### src/rtl/mmio_initiator.sv
// CPU load/store to single-cycle peripheral register port bridge.
// Sub-doubleword stores use read-modify-write; loads extract and extend a lane.
module mmio_initiator (
  input  logic        clk,
  input  logic        rst,
  input  logic        i_req_valid,
  input  logic        i_req_wen,
  input  logic [63:0] i_req_addr,
  input  logic [63:0] i_req_wdata,
  input  logic [1:0]  i_req_size,
  input  logic        i_req_unsigned,
  output logic        o_req_ready,
  output logic        o_resp_valid,
  output logic [63:0] o_resp_rdata,
  output logic        o_resp_err,
  output logic        o_valid,
  output logic        o_wen,
  output logic [63:0] o_addr,
  output logic [63:0] o_wdata,
  input  logic [63:0] i_rdata
);

  localparam int unsigned DW = 64;

  typedef enum logic [1:0] {IDLE, RD, WR, RESP} state_t;

  state_t          state, state_nx;
  logic            wen_q, uns_q;
  logic [1:0]      size_q;
  logic [2:0]      off_q;
  logic [DW-1:0]   wdata_q, addr_q;

  logic            ready_q, valid_q, pwen_q, resp_valid_q, resp_err_q;
  logic [DW-1:0]   pwdata_q, resp_rdata_q;

  logic            ready_nx, valid_nx, pwen_nx, resp_valid_nx, resp_err_nx, lat;
  logic [DW-1:0]   pwdata_nx, resp_rdata_nx;

  logic [2:0]      align_mask;
  logic            misaligned;
  logic [5:0]      sh;
  logic [DW-1:0]   lane_mask, lane_sh, merged, rd_sh, ext;

  assign sh = {off_q, 3'b000};

  // Lane helpers: alignment test for the incoming request, merge/extend for the latched one
  always_comb begin
    align_mask = 3'b000;
    case (i_req_size)
      2'd0: align_mask = 3'b000;
      2'd1: align_mask = 3'b001;
      2'd2: align_mask = 3'b011;
      default: align_mask = 3'b111;
    endcase
    misaligned = |(i_req_addr[2:0] & align_mask);

    lane_mask = '1;
    case (size_q)
      2'd0: lane_mask = DW'(64'h0000_0000_0000_00FF);
      2'd1: lane_mask = DW'(64'h0000_0000_0000_FFFF);
      2'd2: lane_mask = DW'(64'h0000_0000_FFFF_FFFF);
      default: lane_mask = '1;
    endcase
    lane_sh = lane_mask << sh;
    merged  = (i_rdata & ~lane_sh) | ((wdata_q << sh) & lane_sh);

    rd_sh = i_rdata >> sh;
    ext   = rd_sh;
    case (size_q)
      2'd0: ext = uns_q ? {56'd0, rd_sh[7:0]}  : {{56{rd_sh[7]}},  rd_sh[7:0]};
      2'd1: ext = uns_q ? {48'd0, rd_sh[15:0]} : {{48{rd_sh[15]}}, rd_sh[15:0]};
      2'd2: ext = uns_q ? {32'd0, rd_sh[31:0]} : {{32{rd_sh[31]}}, rd_sh[31:0]};
      default: ext = rd_sh;
    endcase
  end

  // Next state and next registered outputs
  always_comb begin
    state_nx      = state;
    lat           = 1'b0;
    valid_nx      = 1'b0;
    pwen_nx       = 1'b0;
    pwdata_nx     = '0;
    resp_valid_nx = 1'b0;
    resp_err_nx   = 1'b0;
    resp_rdata_nx = '0;
    case (state)
      IDLE: begin
        if (i_req_valid) begin
          lat = 1'b1;
          if (misaligned) begin
            state_nx      = RESP;
            resp_valid_nx = 1'b1;
            resp_err_nx   = 1'b1;
          end else if (i_req_wen && i_req_size == 2'd3) begin
            state_nx  = WR;
            valid_nx  = 1'b1;
            pwen_nx   = 1'b1;
            pwdata_nx = i_req_wdata;
          end else begin
            state_nx = RD;
            valid_nx = 1'b1;
          end
        end
      end
      RD: begin
        if (wen_q) begin
          state_nx  = WR;
          valid_nx  = 1'b1;
          pwen_nx   = 1'b1;
          pwdata_nx = merged;
        end else begin
          state_nx      = RESP;
          resp_valid_nx = 1'b1;
          resp_rdata_nx = ext;
        end
      end
      WR: begin
        state_nx      = RESP;
        resp_valid_nx = 1'b1;
      end
      default: state_nx = IDLE;
    endcase
    ready_nx = (state_nx == IDLE);
  end

  always_ff @(posedge clk or posedge rst) begin
    if (rst) begin
      state        <= IDLE;
      wen_q        <= 1'b0;
      uns_q        <= 1'b0;
      size_q       <= 2'd0;
      off_q        <= 3'd0;
      wdata_q      <= '0;
      addr_q       <= '0;
      ready_q      <= 1'b1;
      valid_q      <= 1'b0;
      pwen_q       <= 1'b0;
      pwdata_q     <= '0;
      resp_valid_q <= 1'b0;
      resp_err_q   <= 1'b0;
      resp_rdata_q <= '0;
    end else begin
      state        <= state_nx;
      ready_q      <= ready_nx;
      valid_q      <= valid_nx;
      pwen_q       <= pwen_nx;
      pwdata_q     <= pwdata_nx;
      resp_valid_q <= resp_valid_nx;
      resp_err_q   <= resp_err_nx;
      resp_rdata_q <= resp_rdata_nx;
      if (lat) begin
        wen_q   <= i_req_wen;
        uns_q   <= i_req_unsigned;
        size_q  <= i_req_size;
        off_q   <= i_req_addr[2:0];
        wdata_q <= i_req_wdata;
        addr_q  <= {i_req_addr[63:3], 3'b000};
      end
    end
  end

  assign o_req_ready  = ready_q;
  assign o_valid      = valid_q;
  assign o_wen        = pwen_q;
  assign o_wdata      = pwdata_q;
  assign o_addr       = addr_q;
  assign o_resp_valid = resp_valid_q;
  assign o_resp_err   = resp_err_q;
  assign o_resp_rdata = resp_rdata_q;

endmodule

### config.mk
export PLATFORM = sky130hd
export DESIGN_NAME = mmio_initiator
export DESIGN_NICKNAME = d
export VERILOG_FILES = /design/src/rtl/mmio_initiator.sv
export SDC_FILE = /design/constraint.sdc
export NUM_CORES = 1
export LEC_CHECK = 0
export BUFFER_PORTS_ARGS = -buffer_cell sky130_fd_sc_hd__buf_2
export CORE_UTILIZATION = 59
export CTS_BUF_LIST = sky130_fd_sc_hd__clkbuf_4 sky130_fd_sc_hd__clkbuf_8
export DETAILED_ROUTE_END_ITERATION = 6
export GPL_ROUTABILITY_DRIVEN = 0
export PLACE_DENSITY_LB_ADDON = 0.1
export SLEW_MARGIN = 30
export SYNTH_ARGS = -nofsm -noshare
export SYNTH_HDL_FRONTEND = slang
export SYNTH_SLANG_ARGS = --single-unit
### constraint.sdc
create_clock -name clk -period 16.7 [get_ports clk]
set_clock_uncertainty 0.15 [all_clocks]
set_input_delay 1.67 -clock clk [delete_from_list [all_inputs] [get_ports clk]]
set_output_delay 1.67 -clock clk [all_outputs]
set_load 0.01 [all_outputs]
==> flow_metrics.env, run 1 <==
export IMPL_cts_max_path_buffers=3
export IMPL_pwr_share_clk=0.179
export IMPL_pin_count=396
export IMPL_first_pass_iters=5
export IMPL_routed_wl_mm=43.6
export IMPL_synthesis_area_sq_um=14100
export IMPL_comb_power_share=0.490
export IMPL_wl_per_cell_um=22.6
export IMPL_p_leak_nw=8.34
export IMPL_nNetsFinal=1773
export IMPL_vias=11800
export IMPL_dp_slack_ns=12.84
export IMPL_p_int_w=0.00207
export IMPL_cp_data_required_time_ns=16.95
export IMPL_hp_class="reg2reg"
export IMPL_final_cell_area_sq_um=17100
export IMPL_gr_total_overflow=0
export IMPL_port_buffers=392
export IMPL_irDropWorstVdd_uv=128
export IMPL_fin_ws_ns=12.83
export IMPL_die_y_um=157
export IMPL_switchingPower_w=0.00144
export IMPL_worst_path_buf_inv=2
export IMPL_layout_min_cycle_time_ns=3.87
export IMPL_grt_max_degree=127
export IMPL_seq_area_frac_synth=0.473
export IMPL_root_buffer="clkbuf_8"
export IMPL_fin_setup_tns_ns=0
export IMPL_crit_chain="buf_4 -> mux2_2 -> a22oi_1 -> a211oi_4 -> a22oi_4 -> buf_4 -> a21oi_1"
export IMPL_clkSlewWorstSetupHoldPaths_ns=0.07
export IMPL_netlist_instances=1217
export IMPL_grt_pass1_wl_mm=65.4
export IMPL_worstSetupStartpointType="flip-flop"
export IMPL_antenna_found_initial=4
export IMPL_rows=56
export IMPL_remaining_drc_errors=0
export IMPL_clock_latency_ns=0.56
export IMPL_fp_coreArea_sq_um=23500
export IMPL_synth_distinct_cells=58
export IMPL_ys_warn_count=0
export IMPL_die_x_um=157
export IMPL_hold_violations=0
export IMPL_first_global_vias=11300
export IMPL_dpl_instance_area_sq_um=16100
export IMPL_area_delta_synth_final_pct=21.3
export IMPL_setup_violations=0
export IMPL_ant_nets=0
export IMPL_p_per_area_nw_per_um2=205
export IMPL_tightest_slew_ns=0.991
export IMPL_track_usage=0.358
export IMPL_cts_made_buffers=44
export IMPL_critPathCaptureType="flip-flop"
export IMPL_slew_violations=0
export IMPL_clock_sinks=267
export IMPL_seqCellArea_sq_um=6690
export IMPL_synth_enable_flop_cells=0
export IMPL_path_delay_family="buffers and inverters"
export IMPL_cts_hold_buf=0
export IMPL_htreeDepth=2
export IMPL_maxCapViolCount=0
export IMPL_die_area_sq_um=24600
export IMPL_slew_limit_headroom=0.338
export IMPL_synth_flop_cell="dfrtp_1"
export IMPL_max_freq_mhz=258
export IMPL_switching_share=0.410
export IMPL_synth_seq_cells=267
export IMPL_synthArstFlopShare=1.00
export IMPL_cts_repair_resized=0
export IMPL_drive_gt1_frac=0.467
export IMPL_vias_per_cell=6.14
export IMPL_cpMostUsedCell="buf_4"
export IMPL_multi_input_area_sq_um=6910
export IMPL_cp_slowest_cell="dfrtp_4"
export IMPL_tritoncts="done"
export IMPL_post_cts_buffers=0
export IMPL_r2r_slack_ns=12.83
export IMPL_worstSetupPathType="reg2reg"
export IMPL_cp_max_fo=68
export IMPL_cp_arrival_ns=4.13
export IMPL_layout_common_cells="392 x buf_2, 263 x dfrtp_1, 164 x mux2_2, 113 x nand2_1, 97 x mux2i_1"
export IMPL_drtIter0Drc=1545
export IMPL_fin_total_pwr_w=0.00351
export IMPL_rsz0062_at_grt="false"
export IMPL_max_stage_delay_ns=0.91
export IMPL_min_period_over_period=0.232
export IMPL_syn_avg_cell_area_sq_um=11.6
export IMPL_start_util=0.602
export IMPL_status="finished clean"
export IMPL_layout_commonest_cell="buf_2"
export IMPL_seq_power_share=0.331
export IMPL_num_fill_cells=1714
export IMPL_place_hpwl_mm=31.4
cells in the mapped netlist, types with 18 or more instances:
library cell,count,share of area
buf_2,25,0.0089
clkbuf_1,43,0.011
nor2_1,64,0.017
a21oi_2,30,0.019
mux2i_1,97,0.069
a21oi_1,49,0.017
mux4_2,46,0.073
a22oi_1,20,0.011
nand2_1,114,0.030
o21ai_0,96,0.034
dfrtp_1,266,0.47
mux2_2,164,0.13
o22ai_1,18,0.0080
state kept, by name, indices dropped and copies added, names as in the netlist, 2 cells and up:
name and flops:
o_addr 61, o_resp_rdata 64, o_wdata 64, off_q 3, size_q 2, state 2
wdata_q 64
area by class of cell:
cell class | instances | area share
Inverter | 12 | 0.00307
Multi-Input combinational cell | 838 | 0.403
Clock inverter | 12 | 0.00715
Clock buffer | 67 | 0.0509
Sequential cell | 267 | 0.390
Tap cell | 319 | 0.0233
Antenna cell | 4 | 0.000584
Timing Repair Buffer | 407 | 0.122
logic make-up after synthesis:
logic type                 Yosys count  share of synthesized area
muxes                              308                      0.275
AOI/OAI and AO/OA                  284                      0.134
DFF                                267                      0.473
and+or+nand+nor                    239                     0.0743
buffers and inverters              114                     0.0405
adders and majority gates            4                    0.00354
other                                1                   0.000265
worst reg2reg max path, stage by stage, from the launching register on:
cell and delay, ns:
dfrtp_4 0.91, buf_4 0.77, mux2_2 0.42, a22oi_1 0.39, a211oi_4 0.19, a22oi_4 0.25
buf_4 0.49, a21oi_1 0.17
power groups by stage:
stage / Sequential [W] / Combinational (W) / Clock (W)
4_1_cts: 0.00115 / 0.00169 / 0.000642
6_report: 0.00116 / 0.00172 / 0.000629
3_3_place_gp: 0.00115 / 0.00166 / 0
5_1_grt: 0.00118 / 0.00184 / 0.000671
3_5_place_dp: 0.00115 / 0.00169 / 0
2_1_floorplan: 0.00111 / 0.00123 / 0
final timing paths:
kind	startpoint	to	depth (start not counted)
setup / recovery	off_q[1]$_DFFE_PP0P_	o_resp_rdata[63]$_DFF_PP0_	7
min in group asynchronous	rst	o_addr[62]$_DFFE_PP0P_	2
max in group asynchronous	rst	o_addr[41]$_DFFE_PP0P_	3
hold / removal	o_addr[4]$_DFFE_PP0P_	o_addr[4]$_DFFE_PP0P_	1
setup reg to reg	off_q[1]$_DFFE_PP0P_	o_resp_rdata[63]$_DFF_PP0_	7
hold reg to reg	o_addr[4]$_DFFE_PP0P_	o_addr[4]$_DFFE_PP0P_	1
through the flow:
stage,instances,utilization,hold slack (ns)
after floorplan,1219,-,0.325
after global placement,1842,0.686,0.332
after detailed placement,1842,0.687,0.337
after CTS,1921,0.729,0.351
after global routing,1924,0.730,0.359
final,1926,0.730,0.348
metal layers:
layer	share of wire	routed length, um	GRT usage	up-vias
met5	0.00037	16	0	-
met4	0.056	2440	0.192	2
met3	0.10	4460	0.0720	153
met2	0.47	20300	0.549	778
met1	0.38	16400	0.481	5755
li1	-	-	-	5139
Note: power is estimated with default switching activity, not from simulation.
==> run 2: changes to the inputs <==
- CORE_UTILIZATION: 59 -> 49
- clock period: 16.7 -> 3.5 ns (I/O delays scaled with it)
==> flow_metrics.env, run 2 (synthesis gave the netlist of run 1 again) <==
export IMPL_tightest_slew_ns=0.794
export IMPL_fp_coreArea_sq_um=28100
export IMPL_routed_wl_mm=49.7
export IMPL_p_leak_nw=9.12
export IMPL_hold_violations=0
export IMPL_first_global_vias=12400
export IMPL_start_util=0.503
export IMPL_cp_data_required_time_ns=3.77
export IMPL_ant_nets=0
export IMPL_rows=61
export IMPL_layout_commonest_cell="buf_2"
export IMPL_switching_share=0.410
export IMPL_cts_hold_buf=144
export IMPL_setup_violations=0
export IMPL_p_per_area_nw_per_um2=916
export IMPL_die_area_sq_um=29500
export IMPL_pwr_share_clk=0.186
export IMPL_area_delta_synth_final_pct=33.9
export IMPL_irDropWorstVdd_uv=537
export IMPL_layout_min_cycle_time_ns=2.85
export IMPL_tritoncts="done"
export IMPL_dp_slack_ns=0.768
export IMPL_clock_latency_ns=0.57
export IMPL_slew_violations=0
export IMPL_cp_max_fo=32
export IMPL_rsz0062_at_grt="false"
export IMPL_switchingPower_w=0.00710
export IMPL_status="finished clean"
export IMPL_vias=12500
export IMPL_track_usage=0.335
export IMPL_port_buffers=392
export IMPL_fin_ws_ns=0.649
export IMPL_antenna_found_initial=7
export IMPL_die_y_um=172
export IMPL_drive_gt1_frac=0.434
export IMPL_p_int_w=0.0102
export IMPL_cts_max_path_buffers=3
export IMPL_nNetsFinal=1937
export IMPL_wl_per_cell_um=23.1
export IMPL_vias_per_cell=5.80
export IMPL_grt_max_degree=82
export IMPL_first_pass_iters=5
export IMPL_cts_repair_resized=0
export IMPL_maxCapViolCount=0
export IMPL_drtIter0Drc=1177
export IMPL_seq_power_share=0.314
export IMPL_post_cts_buffers=0
export IMPL_grt_pass1_wl_mm=73.1
export IMPL_fin_total_pwr_w=0.0173
export IMPL_cts_made_buffers=46
export IMPL_pin_count=396
export IMPL_slew_limit_headroom=0.471
export IMPL_worstSetupStartpointType="flip-flop"
export IMPL_cp_arrival_ns=3.12
export IMPL_hold_worst_slack_ns=0.0308
export IMPL_clkSlewWorstSetupHoldPaths_ns=0.07
export IMPL_min_period_over_period=0.814
export IMPL_htreeDepth=2
export IMPL_root_buffer="clkbuf_8"
export IMPL_wl_met2_mm=23.3
export IMPL_hp_class="in2reg"
export IMPL_max_freq_mhz=351
export IMPL_place_hpwl_mm=34.9
export IMPL_comb_power_share=0.500
export IMPL_layout_common_cells="392 x buf_2, 263 x dfrtp_1, 164 x mux2_2, 144 x dlygate4sd3_1, 113 x nand2_1"
export IMPL_topRoutingLayerUsed="met5"
export IMPL_num_fill_cells=2218
export IMPL_clock_sinks=267
export IMPL_critPathCaptureType="flip-flop"
export IMPL_worstSetupPathType="reg2reg"
export IMPL_die_x_um=172
export IMPL_remaining_drc_errors=0
export IMPL_gr_total_overflow=0
export IMPL_routed_wl_met3_mm=4.60
export IMPL_m1WireLength_mm=19.5
==> run 2: cell types whose count changed in the layout (fill, tap and decap cells not counted), sizes merged <==
cell and delta:
clkbuf +3, dlygate4sd3 +144, buf +18, clkinv +2, diode +3, bufinv +1
==> run 2: routing by layer <==
| metal | global-route usage | vias up |
|---|---|---|
| met2 | 0.526 | 731 |
| met1 | 0.438 | 6169 |
| met4 | 0.174 | 2 |
| li1 | - | 5472 |
| met5 | 0 | - |
| met3 | 0.0672 | 133 |
==> run 2: final timing paths <==
kind                                              from                      to  slack, ns  cells past startpoint
min in group asynchronous                          rst  o_addr[59]$_DFFE_PP0P_       0.30                      3
worst min register to register  o_addr[58]$_DFFE_PP0P_  o_addr[58]$_DFFE_PP0P_       0.35                      1
worst max register to register    off_q[2]$_DFFE_PP0P_   o_wdata[46]$_DFF_PP0_       0.65                      6
max in group asynchronous                          rst    off_q[1]$_DFFE_PP0P_       1.99                      4
worst max-delay path              off_q[2]$_DFFE_PP0P_   o_wdata[46]$_DFF_PP0_       0.65                      6
worst min-delay path                       i_rdata[10]   o_wdata[10]$_DFF_PP0_       0.03                      3
==> run 2: power groups by stage <==
stage | clock network [W] | registers (W) | logic, W
floorplan | 0 | 0.00528 | 0.00585
global placement | 0 | 0.00538 | 0.00828
detailed placement | 0 | 0.00542 | 0.00836
CTS | 0.00328 | 0.00538 | 0.00853
global route | 0.00340 | 0.00554 | 0.00927
finish | 0.00322 | 0.00545 | 0.00866
==> run 2: critical path, stage by stage (launching register included) <==
cell,delay (ns)
dfrtp_2,0.43
buf_4,0.28
nor2_2,0.40
a21oi_1,0.14
o221ai_2,0.64
mux2i_1,0.52
o21ai_0,0.14
==> run 2: metrics by stage <==
stage,setup TNS (ns),std cells,instance area (sq um),util
CTS,0,2149,18900,0.673
floorplan,-139.56,1219,14100,-
global route,0,2155,18900,0.673
finish,0,2156,18900,0.674
global placement,0,1920,16400,0.584
detailed placement,0,1920,16400,0.584
==> run 2: cell type report <==
type,instances,area [sq um],area share
well taps,378,473,0.0250
inverters,12,48.8,0.00258
clock buffers,70,907,0.0479
multi-input cells,838,6890,0.364
clock inverters,15,160,0.00847
repair buffers,569,3730,0.197
flip-flops and latches,267,6690,0.354
diodes,7,17.5,0.000926
